===== src/rtl/dm_arb_pkg.sv =====
// Shared types and constants for the data-memory arbiter (CPU port C vs. debug port D).
package dm_arb_pkg;

    localparam int DM_AW = 4;
    localparam int DM_DW = 8;

    typedef enum logic {
        ARB,
        LOCKED
    } arb_state_t;

    typedef enum logic [1:0] {
        OWN_NONE,
        OWN_CPU,
        OWN_DBG
    } owner_t;

endpackage


===== src/rtl/dm_arbiter_if.sv =====
// Bus bundle between the two masters, the arbiter and the 16x8 data memory.
interface dm_arbiter_if #(
    parameter int AW = 4,
    parameter int DW = 8
);
    logic          cpu_req;
    logic          cpu_we;
    logic [AW-1:0] cpu_addr;
    logic [DW-1:0] cpu_wdata;
    logic          cpu_ready;
    logic          cpu_rvalid;
    logic [DW-1:0] cpu_rdata;

    logic          dbg_req;
    logic          dbg_we;
    logic [AW-1:0] dbg_addr;
    logic [DW-1:0] dbg_wdata;
    logic          dbg_lock;
    logic          dbg_ready;
    logic          dbg_rvalid;
    logic [DW-1:0] dbg_rdata;

    logic          dm_we;
    logic [AW-1:0] dm_addr;
    logic [DW-1:0] dm_wdata;
    logic [DW-1:0] dm_rdata;

    // Arbiter side.
    modport slave (
        input  cpu_req, cpu_we, cpu_addr, cpu_wdata,
        output cpu_ready, cpu_rvalid, cpu_rdata,
        input  dbg_req, dbg_we, dbg_addr, dbg_wdata, dbg_lock,
        output dbg_ready, dbg_rvalid, dbg_rdata,
        output dm_we, dm_addr, dm_wdata,
        input  dm_rdata
    );

    // Requesters and memory side.
    modport master (
        output cpu_req, cpu_we, cpu_addr, cpu_wdata,
        input  cpu_ready, cpu_rvalid, cpu_rdata,
        output dbg_req, dbg_we, dbg_addr, dbg_wdata, dbg_lock,
        input  dbg_ready, dbg_rvalid, dbg_rdata,
        input  dm_we, dm_addr, dm_wdata,
        output dm_rdata
    );

endinterface


===== src/rtl/dm_arb_aging_ctr.sv =====
// Saturating count of consecutive cycles the debug port was denied.
module dm_arb_aging_ctr #(
    parameter int LIMIT = 3
) (
    input  logic clk,
    input  logic rst_n,
    input  logic inc,
    input  logic clr,
    output logic sat
);
    localparam int CW = $clog2(LIMIT + 1);

    logic [CW-1:0] cnt_q;

    assign sat = (cnt_q == CW'(LIMIT));

    // NOTE: sequential state uses non-blocking assignments so every register
    // samples pre-edge values, independent of process evaluation order.
    always_ff @(posedge clk or negedge rst_n) begin
        if (!rst_n) begin
            cnt_q <= '0;
        end else if (clr) begin
            cnt_q <= '0;
        end else if (inc && !sat) begin
            cnt_q <= cnt_q + 1'b1;
        end
    end

endmodule


===== src/rtl/dm_arbiter.sv =====
// Two-master arbiter for the data memory; CPU has default priority, debug is aged in.
// Optional exclusive debug access is compiled in with `define DM_ARB_LOCK_EN.
module dm_arbiter
    import dm_arb_pkg::*;
#(
    parameter int AW         = DM_AW,
    parameter int DW         = DM_DW,
    parameter int WAIT_LIMIT = 3
) (
    input  logic        clk,
    input  logic        rst_n,
    dm_arbiter_if.slave bus
);
    arb_state_t    state_q, state_d;
    owner_t        rd_owner_q;
    logic          gnt_c, gnt_d;
    logic          locked, sat;
    logic [AW-1:0] mux_addr;
    logic [DW-1:0] mux_wdata;
    logic          mux_we;
    logic [DW-1:0] cpu_rdata_q, dbg_rdata_q;

    assign locked = (state_q == LOCKED);

    // Grants are gated by rst_n so nothing is accepted or written while in reset.
    // NOTE: every always_comb output gets a default first, so no path can infer a latch.
    always_comb begin
        gnt_c = 1'b0;
        gnt_d = 1'b0;
        if (rst_n) begin
            if (locked) begin
                gnt_d = bus.dbg_req;
            end else begin
                gnt_d = bus.dbg_req & (~bus.cpu_req | sat);
                gnt_c = bus.cpu_req & ~gnt_d;
            end
        end
    end

    always_comb begin
        mux_we    = 1'b0;
        mux_addr  = '0;
        mux_wdata = '0;
        if (gnt_d) begin
            mux_we    = bus.dbg_we;
            mux_addr  = bus.dbg_addr;
            mux_wdata = bus.dbg_wdata;
        end else if (gnt_c) begin
            mux_we    = bus.cpu_we;
            mux_addr  = bus.cpu_addr;
            mux_wdata = bus.cpu_wdata;
        end
    end

    assign bus.dm_we     = mux_we;
    assign bus.dm_addr   = mux_addr;
    assign bus.dm_wdata  = mux_wdata;
    assign bus.cpu_ready = gnt_c;
    assign bus.dbg_ready = gnt_d;

    dm_arb_aging_ctr #(.LIMIT(WAIT_LIMIT)) u_aging (
        .clk   (clk),
        .rst_n (rst_n),
        .inc   (bus.dbg_req & ~gnt_d),
        .clr   (gnt_d | ~bus.dbg_req | locked),
        .sat   (sat)
    );

    always_comb begin
        state_d = state_q;
`ifdef DM_ARB_LOCK_EN
        case (state_q)
            ARB:     if (gnt_d && bus.dbg_lock) state_d = LOCKED;
            LOCKED:  if (!bus.dbg_lock)         state_d = ARB;
            default: state_d = ARB;
        endcase
`else
        state_d = ARB;
`endif
    end

`ifndef DM_ARB_LOCK_EN
    logic unused_lock;
    assign unused_lock = bus.dbg_lock;
`endif

    always_ff @(posedge clk or negedge rst_n) begin
        if (!rst_n) begin
            state_q <= ARB;
        end else begin
            state_q <= state_d;
        end
    end

    // Read return: capture memory data for the reading owner; rvalid lasts one cycle.
    always_ff @(posedge clk or negedge rst_n) begin
        if (!rst_n) begin
            rd_owner_q  <= OWN_NONE;
            cpu_rdata_q <= '0;
            dbg_rdata_q <= '0;
        end else begin
            if (gnt_d && !bus.dbg_we) begin
                rd_owner_q  <= OWN_DBG;
                dbg_rdata_q <= bus.dm_rdata;
            end else if (gnt_c && !bus.cpu_we) begin
                rd_owner_q  <= OWN_CPU;
                cpu_rdata_q <= bus.dm_rdata;
            end else begin
                rd_owner_q  <= OWN_NONE;
            end
        end
    end

    assign bus.cpu_rvalid = (rd_owner_q == OWN_CPU);
    assign bus.dbg_rvalid = (rd_owner_q == OWN_DBG);
    assign bus.cpu_rdata  = cpu_rdata_q;
    assign bus.dbg_rdata  = dbg_rdata_q;

endmodule


===== src/flat_wrapper.sv =====
// flat-port wrapper written by rule: the top's interface ports become plain ports
module dm_arbiter_flat import dm_arb_pkg::*;
#(
    parameter int AW         = DM_AW,
    parameter int DW         = DM_DW,
    parameter int WAIT_LIMIT = 3
)
  (clk, rst_n, bus_cpu_req, bus_cpu_we, bus_cpu_addr, bus_cpu_wdata, bus_cpu_ready, bus_cpu_rvalid, bus_cpu_rdata, bus_dbg_req, bus_dbg_we, bus_dbg_addr, bus_dbg_wdata, bus_dbg_lock, bus_dbg_ready, bus_dbg_rvalid, bus_dbg_rdata, bus_dm_we, bus_dm_addr, bus_dm_wdata, bus_dm_rdata);
  dm_arbiter_if #(.AW(AW), .DW(DW)) bus_i ();
  input  logic clk;
  input  logic rst_n;
  input wire logic [$bits(bus_i.cpu_req)-1:0] bus_cpu_req;
  input wire logic [$bits(bus_i.cpu_we)-1:0] bus_cpu_we;
  input wire logic [$bits(bus_i.cpu_addr)-1:0] bus_cpu_addr;
  input wire logic [$bits(bus_i.cpu_wdata)-1:0] bus_cpu_wdata;
  output wire logic [$bits(bus_i.cpu_ready)-1:0] bus_cpu_ready;
  output wire logic [$bits(bus_i.cpu_rvalid)-1:0] bus_cpu_rvalid;
  output wire logic [$bits(bus_i.cpu_rdata)-1:0] bus_cpu_rdata;
  input wire logic [$bits(bus_i.dbg_req)-1:0] bus_dbg_req;
  input wire logic [$bits(bus_i.dbg_we)-1:0] bus_dbg_we;
  input wire logic [$bits(bus_i.dbg_addr)-1:0] bus_dbg_addr;
  input wire logic [$bits(bus_i.dbg_wdata)-1:0] bus_dbg_wdata;
  input wire logic [$bits(bus_i.dbg_lock)-1:0] bus_dbg_lock;
  output wire logic [$bits(bus_i.dbg_ready)-1:0] bus_dbg_ready;
  output wire logic [$bits(bus_i.dbg_rvalid)-1:0] bus_dbg_rvalid;
  output wire logic [$bits(bus_i.dbg_rdata)-1:0] bus_dbg_rdata;
  output wire logic [$bits(bus_i.dm_we)-1:0] bus_dm_we;
  output wire logic [$bits(bus_i.dm_addr)-1:0] bus_dm_addr;
  output wire logic [$bits(bus_i.dm_wdata)-1:0] bus_dm_wdata;
  input wire logic [$bits(bus_i.dm_rdata)-1:0] bus_dm_rdata;
  assign bus_i.cpu_req = bus_cpu_req;
  assign bus_i.cpu_we = bus_cpu_we;
  assign bus_i.cpu_addr = bus_cpu_addr;
  assign bus_i.cpu_wdata = bus_cpu_wdata;
  assign bus_cpu_ready = bus_i.cpu_ready;
  assign bus_cpu_rvalid = bus_i.cpu_rvalid;
  assign bus_cpu_rdata = bus_i.cpu_rdata;
  assign bus_i.dbg_req = bus_dbg_req;
  assign bus_i.dbg_we = bus_dbg_we;
  assign bus_i.dbg_addr = bus_dbg_addr;
  assign bus_i.dbg_wdata = bus_dbg_wdata;
  assign bus_i.dbg_lock = bus_dbg_lock;
  assign bus_dbg_ready = bus_i.dbg_ready;
  assign bus_dbg_rvalid = bus_i.dbg_rvalid;
  assign bus_dbg_rdata = bus_i.dbg_rdata;
  assign bus_dm_we = bus_i.dm_we;
  assign bus_dm_addr = bus_i.dm_addr;
  assign bus_dm_wdata = bus_i.dm_wdata;
  assign bus_i.dm_rdata = bus_dm_rdata;
  dm_arbiter #(.AW(AW), .DW(DW), .WAIT_LIMIT(WAIT_LIMIT)) u_core (.clk(clk), .rst_n(rst_n), .bus(bus_i));
endmodule

===== config.mk =====
export PLATFORM = sky130hd
export DESIGN_NAME = dm_arbiter_flat
export DESIGN_NICKNAME = d
export VERILOG_FILES = /design/src/rtl/dm_arb_pkg.sv /design/src/rtl/dm_arbiter_if.sv /design/src/rtl/dm_arb_aging_ctr.sv /design/src/rtl/dm_arbiter.sv /design/src/flat_wrapper.sv
export SDC_FILE = /design/constraint.sdc
export NUM_CORES = 1
export LEC_CHECK = 0
export ABC_AREA = 0
export BUFFER_PORTS_ARGS = -buffer_cell sky130_fd_sc_hd__buf_2
export CORE_ASPECT_RATIO = 1.4
export CORE_MARGIN = 4
export CORE_UTILIZATION = 36
export CTS_CLUSTER_DIAMETER = 30
export DETAILED_ROUTE_END_ITERATION = 6
export GPL_TIMING_DRIVEN = 0
export MAX_ROUTING_LAYER = met4
export PLACE_DENSITY = 0.75
export SYNTH_ARGS = -nofsm -noshare
export SYNTH_HDL_FRONTEND = slang
export SYNTH_HIERARCHICAL = 1
export SYNTH_SLANG_ARGS = --single-unit

===== constraint.sdc =====
create_clock -name clk -period 1.8 [get_ports clk]
set_input_delay 0.09 -clock clk [delete_from_list [all_inputs] [get_ports clk]]
set_output_delay 0.09 -clock clk [all_outputs]
set_load 0.01 [all_outputs]

==> results of run 1 <==
## worst max path at each step
stage | cells after the start | endpoint | start | slack (ns)
after CTS | 5 | bus_dm_wdata[4] | u_core/u_aging/cnt_q[0]$_DFFE_PN0P_ | 0.03
after detailed placement | 7 | u_core/u_aging/cnt_q[0]$_DFFE_PN0P_ | u_core/u_aging/cnt_q[0]$_DFFE_PN0P_ | -0.12
after global routing | 5 | bus_dm_wdata[4] | u_core/u_aging/cnt_q[0]$_DFFE_PN0P_ | 0.03
after global placement | 7 | u_core/u_aging/cnt_q[0]$_DFFE_PN0P_ | u_core/u_aging/cnt_q[0]$_DFFE_PN0P_ | -0.03
after floorplan | 7 | u_core/u_aging/cnt_q[0]$_DFFE_PN0P_ | u_core/u_aging/cnt_q[0]$_DFFE_PN0P_ | 0.06
final | 6 | bus_dm_wdata[3] | u_core/u_aging/cnt_q[0]$_DFFE_PN0P_ | 0.11
## sequential cells by signal, summed over array words and instances (netlist names)
name,count
u_core/bus.dbg_rdata,8
u_core/u_aging/cnt_q,2
u_core/rd_owner_q,2
u_core/bus.cpu_rdata,8
## cell usage after synthesis
| master | n | area (um^2) |
|---|---|---|
| mux2_2 | 7 | 78.8 |
| nor2b_1 | 4 | 25.0 |
| inv_1 | 2 | 7.51 |
| dfrtp_1 | 20 | 500 |
| nand2_2 | 1 | 6.26 |
| nor2_1 | 1 | 3.75 |
| buf_6 | 1 | 11.3 |
| mux2_1 | 1 | 11.3 |
| a22o_1 | 13 | 114 |
| a21oi_1 | 1 | 5.00 |
| nand2_1 | 1 | 3.75 |
| nand2b_1 | 2 | 12.5 |
| buf_2 | 2 | 10.0 |
| mux2_4 | 9 | 135 |
| nand4bb_1 | 1 | 11.3 |
| a211oi_4 | 1 | 20.0 |
| ha_1 | 1 | 12.5 |
| o21ai_0 | 1 | 5.00 |
| a211o_1 | 1 | 8.76 |
| a21oi_2 | 1 | 8.76 |
| nor2b_4 | 1 | 13.8 |
## stage by stage
stage	TNS [ns]	setup slack (ns)	hold WS [ns]	cells	power, W
after floorplan	0	0.0637	-0.206	72	0.000766
after global placement	-0.0288	-0.0288	0.0605	178	0.000927
after detailed placement	-0.140	-0.121	0.0679	178	0.000941
after CTS	0	0.0318	0.0332	185	0.00120
after global routing	0	0.0304	0.0247	185	0.00126
final	0	0.108	0.0420	185	0.00119
## layout make-up
cell class / instances / share of cell area, %
timing repair buffer: 73 / 25.1
buffer: 3 / 1.75
tap: 36 / 3.01
inverter: 2 / 0.501
sequential: 20 / 33.4
clock buffer: 4 / 2.42
multi-input combinational: 47 / 33.8
## cell families (layout without fill, tap and decap cells)
| logic type | count (synthesis) | in the layout | share of synthesized area, % |
|---|---|---|---|
| simple gates | 11 | 11 | 7.60 |
| compound gates | 18 | 18 | 16.1 |
| fa+ha+maj | 1 | 1 | 1.25 |
| mux | 17 | 17 | 22.4 |
| buf+inv | 5 | 82 | 2.86 |
| flops | 20 | 20 | 49.8 |
## what timing repair did
item | 4_1_cts | 5_1_grt
hold endpoints to repair | 20 | 0
pin swaps | 1 | 0
buffers inserted | 2 | 0
gates resized for setup | 4 | 4
hold buffers | 1 | 0
setup endpoints to repair | 12 | 9
## routing by layer
metal,vias up,routed length [um],GRT usage (%)
met5,-,0,-
met1,393,991,16.3
li1,418,-,-
met4,0,0,1.70
met2,63,1150,23.2
met3,0,378,2.77
## worst max-delay path: cells and delay by family (launching register included)
kind | cells | cell delay (ns)
AOI/OAI and AO/OA | 2 | 0.30
buffers and inverters | 3 | 0.38
adders and majority gates | 1 | 0.21
DFF | 1 | 0.42
## power by group through the flow
stage | Sequential [W] | Clock (W) | Combinational, W
2_1_floorplan | 0.000612 | 0 | 0.000154
3_3_place_gp | 0.000575 | 0 | 0.000352
3_5_place_dp | 0.000576 | 0 | 0.000364
4_1_cts | 0.000573 | 0.000254 | 0.000375
5_1_grt | 0.000582 | 0.000279 | 0.000402
6_report | 0.000572 | 0.000244 | 0.000372
==> results.json, run 1 <==
{
  "holdCritStartpoint": "bus_cpu_we",
  "final_common_cell": "buf_2",
  "clock_sinks": 20,
  "p_leak_nw": 0.819,
  "ant_nets": 0,
  "combPwrFrac_pct": 31.3,
  "cts_made_buffers": 3,
  "cp.required_ns": 1.71,
  "fin_util_pct": 56.7,
  "skew_ns": 0.00106,
  "slew_headroom_pct": 43.6,
  "finalHoldViolCount": 0,
  "fmax_mhz": 591,
  "vias": 874,
  "layout_common_cells": "70 x buf_2, 20 x dfrtp_1, 13 x a22o_1",
  "crit_arrival_ns": 1.60,
  "io_buffers": 70,
  "slowest_stage": "dfrtp_1",
  "synth_seq_cells": 20,
  "die_y_um": 70.5,
  "core_region_area_mm2": 0.00264,
  "viasPerCell": 4.72,
  "yosysUniqueCellTypes": 21,
  "drv_slew": 0,
  "drt-wirelength-per-cell_um": 13.6,
  "ff2ff_setup_slack_ns": 0.13,
  "r2r_end": "u_core/u_aging/cnt_q[0]$_DFFE_PN0P_",
  "rows": 22,
  "critical_path.max_stage_delay_ns": 0.42,
  "grt-ovfl-total": 0,
  "p_int_w": 0.000860,
  "post-route-min-period_ns": 1.69,
  "diodes": 0,
  "track_usage_pct": 13.4,
  "avgSynthCellArea_um2": 14.0,
  "hold_path_class": "in2reg",
  "yosysWarningCount": 6,
  "p_seq_share_pct": 48.2,
  "remaining_drc_errors": 0,
  "multi_input_area_um2": 507,
  "worstPathCellList": "ha_4 > inv_2 > a21oi_4 > buf_4 > a22o_1 > buf_2",
  "cts_buffer_depth": 2,
  "syn_area_mm2": 0.00100,
  "setup_viol": 0,
  "gp_congestion": 0.677,
  "regArea_um2": 500,
  "maxCapViolations": 0,
  "die_area_mm2": 0.00371,
  "die-width_um": 52.7,
  "synth.net_count": 112,
  "ios": 72,
  "rr_worst_depth": 7,
  "end_kind": "output pin",
  "detailed_place_hpwl_um": 2030,
  "start_kind": "register",
  "min_delay_worst_endpoint": "u_core/rd_owner_q[0]$_DFF_PN0_",
  "worstSkewPairLatency_ns": 0.28,
  "path_class": "reg2out",
  "drt-initial-drc-count": 5,
  "finalNetCount": 190,
  "dpl_cell_area_mm2": 0.00140,
  "grt_pass1_vias": 884,
  "dr.pass1.iters": 2,
  "yosysSeqAreaShare_pct": 49.8,
  "status": "finished, final reports clean",
  "clock_tree.root_cell": "clkbuf_4",
  "drive_above_1_share_pct": 68.5,
  "fillers": 226,
  "finalCritPeriodShare_pct": 94.0,
  "h-tree-depth": 1,
  "worstMarginPinSlew_ns": 0.844,
  "r2r_start": "u_core/u_aging/cnt_q[0]$_DFFE_PN0P_",
  "p_clk_share_pct": 20.5,
  "power_per_cell_area_mw_per_mm2": 793,
  "hold_path_depth": 2,
  "design_area_mm2": 0.00150,
  "grt_max_degree": 21,
  "syn_inst": 72,
  "grt_pass1_wl_um": 3790,
  "cts_tree": "done",
  "syn_to_final_growth_pct": 49.1,
  "swShare_pct": 27.6,
  "start_util_pct": 38.0,
  "antenna_found_initial": 0,
  "rsz0062_at_grt": "false",
  "p_switching_w": 0.000328,
  "irDropWorstVdd_uv": 564,
  "path_clk_slew_ns": 0.10,
  "route.final.wire_length_um": 2520,
  "worstPathMaxFanout": 10
}
Power figures use the tool's default switching activity.
==> run 2: changes to the inputs <==
CORE_UTILIZATION = 35   (was 36)
PLACE_DENSITY = 0.74   (was 0.75)
SYNTH_HIERARCHICAL = not set   (was 1)
==> results.json, run 2 <==
{
  "status": "finished, final reports clean",
  "slowest_stage": "dfrtp_1",
  "skew_ns": 0.00930,
  "p_leak_nw": 0.826,
  "viasPerCell": 4.96,
  "yosys-top-cells-area": "dfrtp_1 52%, mux2_4 12%, a22o_1 12%",
  "synth_edf_count": 0,
  "drv_slew": 0,
  "finalCritPeriodShare_pct": 96.5,
  "drt-initial-drc-count": 23,
  "ios": 72,
  "start_kind": "register",
  "remaining_drc_errors": 0,
  "regArea_um2": 500,
  "irDropWorstVdd_uv": 467,
  "fillers": 234,
  "synth-async-reset-ratio_pct": 100,
  "clock_tree.root_cell": "clkbuf_4",
  "die_y_um": 70.3,
  "yosysSeqAreaShare_pct": 51.6,
  "cts_tree": "done",
  "grt_pass1_wl_um": 4250,
  "maxCapViolations": 0,
  "grt-ovfl-total": 0,
  "cp.required_ns": 1.71,
  "synthMostInstantiatedCell": "dfrtp_1",
  "dr.pass1.iters": 4,
  "grt_pass1_vias": 1000,
  "syn_area_um2": 970,
  "synth_commonest_cells": "20 x dfrtp_1, 13 x a22o_1, 8 x mux2_2, 8 x mux2_4",
  "core_region_area_mm2": 0.00264,
  "syn_to_final_growth_pct": 53.7,
  "syn_inst": 68,
  "synth_flop_cell": "dfrtp_1",
  "yosys.area.top_type": "dfrtp_1",
  "synth.net_count": 108,
  "die_area_mm2": 0.00369,
  "finalNetCount": 191,
  "avgSynthCellArea_um2": 14.3,
  "antenna_found_initial": 0,
  "synth_seq_cells": 20,
  "gp_congestion": 0.755,
  "cts_made_buffers": 3,
  "yosysUniqueCellTypes": 19,
  "final_common_cell": "buf_2",
  "cpMostUsedCell": "buf_6",
  "yosysWarningCount": 0,
  "fin_ws_ns": 0.0635,
  "slew_headroom_pct": 41.5,
  "crit_arrival_ns": 1.65,
  "layout_common_cells": "70 x buf_2, 20 x dfrtp_1, 13 x a22o_1",
  "track_usage_pct": 15.5,
  "path_class": "reg2out",
  "clock_sinks": 20,
  "start_util_pct": 36.7,
  "fmax_mhz": 576,
  "power_per_cell_area_mw_per_mm2": 804,
  "post-route-min-period_ns": 1.74,
  "finalHoldViolCount": 0,
  "detailed_place_hpwl_um": 2150,
  "dp_slack_ns": 0.0388,
  "cts_buffer_depth": 2,
  "grt_max_degree": 21,
  "critical_path.max_stage_delay_ns": 0.39,
  "multi_input_area_um2": 454,
  "diodes": 0,
  "ant_nets": 0,
  "worstPathCellList": "ha_2 > buf_6 > inv_4 > a21oi_4 > buf_6 > a22o_1 > buf_2",
  "hold_path_class": "in2reg",
  "worstPathMaxFanout": 9,
  "worstMarginPinSlew_ns": 0.875,
  "drive_above_1_share_pct": 70.5,
  "timing.hold.ws_ns": 0.0370,
  "setup_viol": 0,
  "die-width_um": 52.5,
  "worstSkewPairLatency_ns": 0.29,
  "yosys.area.top_type_share_pct": 51.6,
  "h-tree-depth": 1,
  "drt-wirelength-per-cell_um": 15.2,
  "vias": 917,
  "io_buffers": 70,
  "end_kind": "output pin",
  "route.final.wire_length_um": 2810,
  "path_clk_slew_ns": 0.11,
  "rows": 22
}
-- run 2: layout make-up --
type	instances	area share, %
sequential	20	33.6
timing repair buffer	78	27.7
buffer	4	3.02
tap	36	3.02
multi-input combinational	42	30.5
clock buffer	3	1.51
inverter	2	0.672
-- run 2: stage by stage --
| step | power [W] | TNS (ns) | area (um^2) | util (%) | cells |
|---|---|---|---|---|---|
| after detailed placement | 0.000983 | 0 | 1370 | 51.7 | 174 |
| final | 0.00120 | 0 | 1490 | 56.4 | 185 |
| after CTS | 0.00120 | 0 | 1440 | 54.6 | 179 |
| after floorplan | 0.000794 | 0 | 970 | - | 68 |
| after global placement | 0.000964 | 0 | 1370 | 51.7 | 174 |
| after global routing | 0.00128 | -0.0777 | 1490 | 56.4 | 185 |
-- run 2: cells by family after synthesis --
family	share of synthesized area, %
adders and majority gates	1.29
xor gates and xnor gates	0.903
muxes	22.7
DFF	51.6
buffers and inverters	3.74
and+or+nand+nor	3.61
AOI/OAI and AO/OA	16.1
-- run 2: final timing paths --
path,from,end,slack (ns),cells after the start
min in group asynchronous,rst_n,u_core.bus.dbg_rdata[1]$_DFFE_PN0P_,0.47,2
worst min register to register,u_core.bus.cpu_rdata[0]$_DFFE_PN0P_,u_core.bus.cpu_rdata[0]$_DFFE_PN0P_,0.51,1
max in group asynchronous,rst_n,u_core.bus.cpu_rdata[5]$_DFFE_PN0P_,0.78,2
worst min-delay path,bus_dm_rdata[1],u_core.bus.dbg_rdata[1]$_DFFE_PN0P_,0.04,2
worst max register to register,u_core.u_aging.cnt_q[1]$_DFFE_PN0P_,u_core.bus.cpu_rdata[7]$_DFFE_PN0P_,0.09,4
worst max-delay path,u_core.u_aging.cnt_q[1]$_DFFE_PN0P_,bus_dm_wdata[2],0.06,7
-- run 2: layer usage --
| layer | vias up | track usage (%) | share of wire [%] |
|---|---|---|---|
| met4 | 0 | 6.25 | 0.75 |
| met1 | 440 | 14.2 | 33 |
| met5 | - | - | 0 |
| li1 | 413 | - | - |
| met2 | 62 | 28.7 | 53 |
| met3 | 2 | 4.05 | 13 |
-- run 2: worst max-delay path, delay by kind of cell, from the launching register on --
kind	cells	cell delay (ns)
AO/OA/AOI/OAI	2	0.31
buffers and inverters	4	0.48
adder cells (fa/ha/maj)	1	0.19
flip-flops	1	0.39
-- run 2: power by group --
part	switching, W	internal [W]	leakage (nW)	total [W]
registers	0.0000480	0.000536	0.244	0.000584
logic	0.000184	0.000232	0.569	0.000416
clock network	0.000121	0.0000777	0.0138	0.000199
-- run 2: timing repair --
action / 4_1_cts / 5_1_grt
setup endpoints to repair: 12 / 16
hold buffers: 1 / 0
pin swaps: 1 / 4
resized for setup: 9 / 1
endpoints found under the hold margin: 20 / 0
buffers inserted: 1 / 6
==> run 3: changes to the inputs <==
GPL_TIMING_DRIVEN = not set   (was 0)
clock period = 1.4 ns   (was 1.8 ns; I/O delays follow)
==> results.json, run 3 (synthesis gave the netlist of run 2 again) <==
{
  "cts_buffer_depth": 2,
  "fin_ws_ns": -0.312,
  "violations": "setup timing",
  "cts_made_buffers": 3,
  "viasPerCell": 4.78,
  "die-width_um": 52.5,
  "vias": 913,
  "dr.pass1.iters": 4,
  "gp_congestion": 0.717,
  "slowest_stage": "dfrtp_1",
  "antenna_found_initial": 0,
  "worstPathMaxFanout": 5,
  "skew_ns": 0.00352,
  "fmax_mhz": 584,
  "rsz0062_at_grt": "true",
  "drt-initial-drc-count": 5,
  "ant_nets": 0,
  "irDropWorstVdd_uv": 837,
  "status": "finished, violations left",
  "track_usage_pct": 16.4,
  "critPathBufInv": 4,
  "finalHoldViolCount": 0,
  "maxCapViolations": 0,
  "start_kind": "register",
  "worstPathCellList": "ha_4 > inv_2 > buf_6 > a21oi_4 > buf_6 > a22o_1 > buf_2",
  "core_region_area_mm2": 0.00264,
  "start_util_pct": 36.7,
  "path_class": "reg2out",
  "setup_viol": 32,
  "finalCritPeriodShare_pct": 122,
  "grt-ovfl-total": 0,
  "crit_arrival_ns": 1.64,
  "clock_sinks": 20,
  "design_area_mm2": 0.00162,
  "remaining_drc_errors": 0,
  "path_clk_slew_ns": 0.10,
  "dpl_cell_area_mm2": 0.00143,
  "hold_path_class": "in2reg",
  "fin_util_pct": 61.4,
  "worstMarginPinSlew_ns": 0.250,
  "grt_max_degree": 19,
  "grt_pass1_wl_um": 4570,
  "rows": 22,
  "drive_above_1_share_pct": 72.9,
  "detailed_place_hpwl_um": 2280,
  "clock_tree.root_cell": "clkbuf_4",
  "ios": 72,
  "route.final.wire_length_um": 2850,
  "layout_common_cells": "68 x buf_2, 20 x dfrtp_1, 16 x mux2_4",
  "ff2ff_setup_slack_ns": -0.20,
  "power_per_cell_area_mw_per_mm2": 991,
  "h-tree-depth": 1,
  "diodes": 0,
  "timing.hold.ws_ns": 0.0258,
  "drv_slew": 0,
  "cp.required_ns": 1.33,
  "finalNetCount": 197,
  "critPathTopFamily": "buffers and inverters",
  "worstSkewPairLatency_ns": 0.29,
  "drt-wirelength-per-cell_um": 14.9,
  "syn_to_final_growth_pct": 67.2,
  "cpMostUsedCell": "buf_6",
  "die_area_mm2": 0.00369,
  "final_common_cell": "buf_2",
  "cts_tree": "done",
  "grt_pass1_vias": 1017,
  "io_buffers": 70,
  "critical_path.max_stage_delay_ns": 0.42,
  "post-route-min-period_ns": 1.71,
  "p_leak_nw": 0.896,
  "end_kind": "output pin",
  "dp_slack_ns": -0.107,
  "die_y_um": 70.3,
  "slew_headroom_pct": 83.3
}
==> run 3: cell count changes in the layout (fill, tap and decap cells not counted), moves of 2 or more <==
cell and change:
mux2_4 +8, buf_2 -2, nor3b_1 -2, nor3b_2 +2, buf_6 +9, mux2_2 -8
==> run 3: power by group <==
| group | switching (W) | internal (W) | leakage (nW) | total [W] |
|---|---|---|---|---|
| sequential | 0.0000690 | 0.000689 | 0.244 | 0.000758 |
| clock | 0.000153 | 0.0000999 | 0.0138 | 0.000253 |
| combinational | 0.000248 | 0.000349 | 0.639 | 0.000596 |
==> run 3: per-layer routing <==
layer / GRT usage (%) / routed length, um
met3: 2.77 / 237
met5: - / 0
met1: 18.7 / 1010
met4: 4.83 / 4
met2: 28.5 / 1600
==> run 3: cell type report <==
| cell class | instances | area [um^2] |
|---|---|---|
| tap | 36 | 45.0 |
| clock buffer | 3 | 22.5 |
| multi-input combinational | 42 | 504 |
| sequential | 20 | 500 |
| fill | 219 | 1020 |
| timing repair buffer | 88 | 542 |
| inverter | 2 | 7.51 |
==> run 3: worst paths after layout <==
check | start | end | depth (start not counted)
max | u_core.u_aging.cnt_q[0]$_DFFE_PN0P_ | bus_dm_wdata[6] | 7
max in group asynchronous | rst_n | u_core.bus.cpu_rdata[4]$_DFFE_PN0P_ | 3
min in group asynchronous | rst_n | u_core.rd_owner_q[1]$_DFF_PN0_ | 2
max reg2reg | u_core.u_aging.cnt_q[0]$_DFFE_PN0P_ | u_core.bus.cpu_rdata[7]$_DFFE_PN0P_ | 5
min | bus_dm_rdata[6] | u_core.bus.dbg_rdata[6]$_DFFE_PN0P_ | 2
min reg2reg | u_core.bus.cpu_rdata[0]$_DFFE_PN0P_ | u_core.bus.cpu_rdata[0]$_DFFE_PN0P_ | 1
==> run 3: repair_timing <==
action	CTS	global route
buffers inserted	4	2
endpoints found under the setup margin	31	33
pin swaps	19	4
resized for setup	27	1
cloned	1	0
hold buffers	1	0
hold endpoints to repair	20	0
==> run 3: worst register-to-register path: cells and delay by family (launching register included) <==
family          cells  cell delay, ns
buf+inv             2            0.31
flops               1            0.43
mux                 1            0.30
fa+ha+maj           1            0.19
compound gates      1            0.26
==> run 3: stage by stage <==
step | setup TNS (ns) | cells | total power [W]
2_1_floorplan | -2.03 | 68 | 0.00103
3_3_place_gp | -0.530 | 182 | 0.00126
3_5_place_dp | -1.80 | 182 | 0.00129
4_1_cts | -7.11 | 191 | 0.00163
5_1_grt | -8.47 | 191 | 0.00170
6_report | -6.82 | 191 | 0.00161
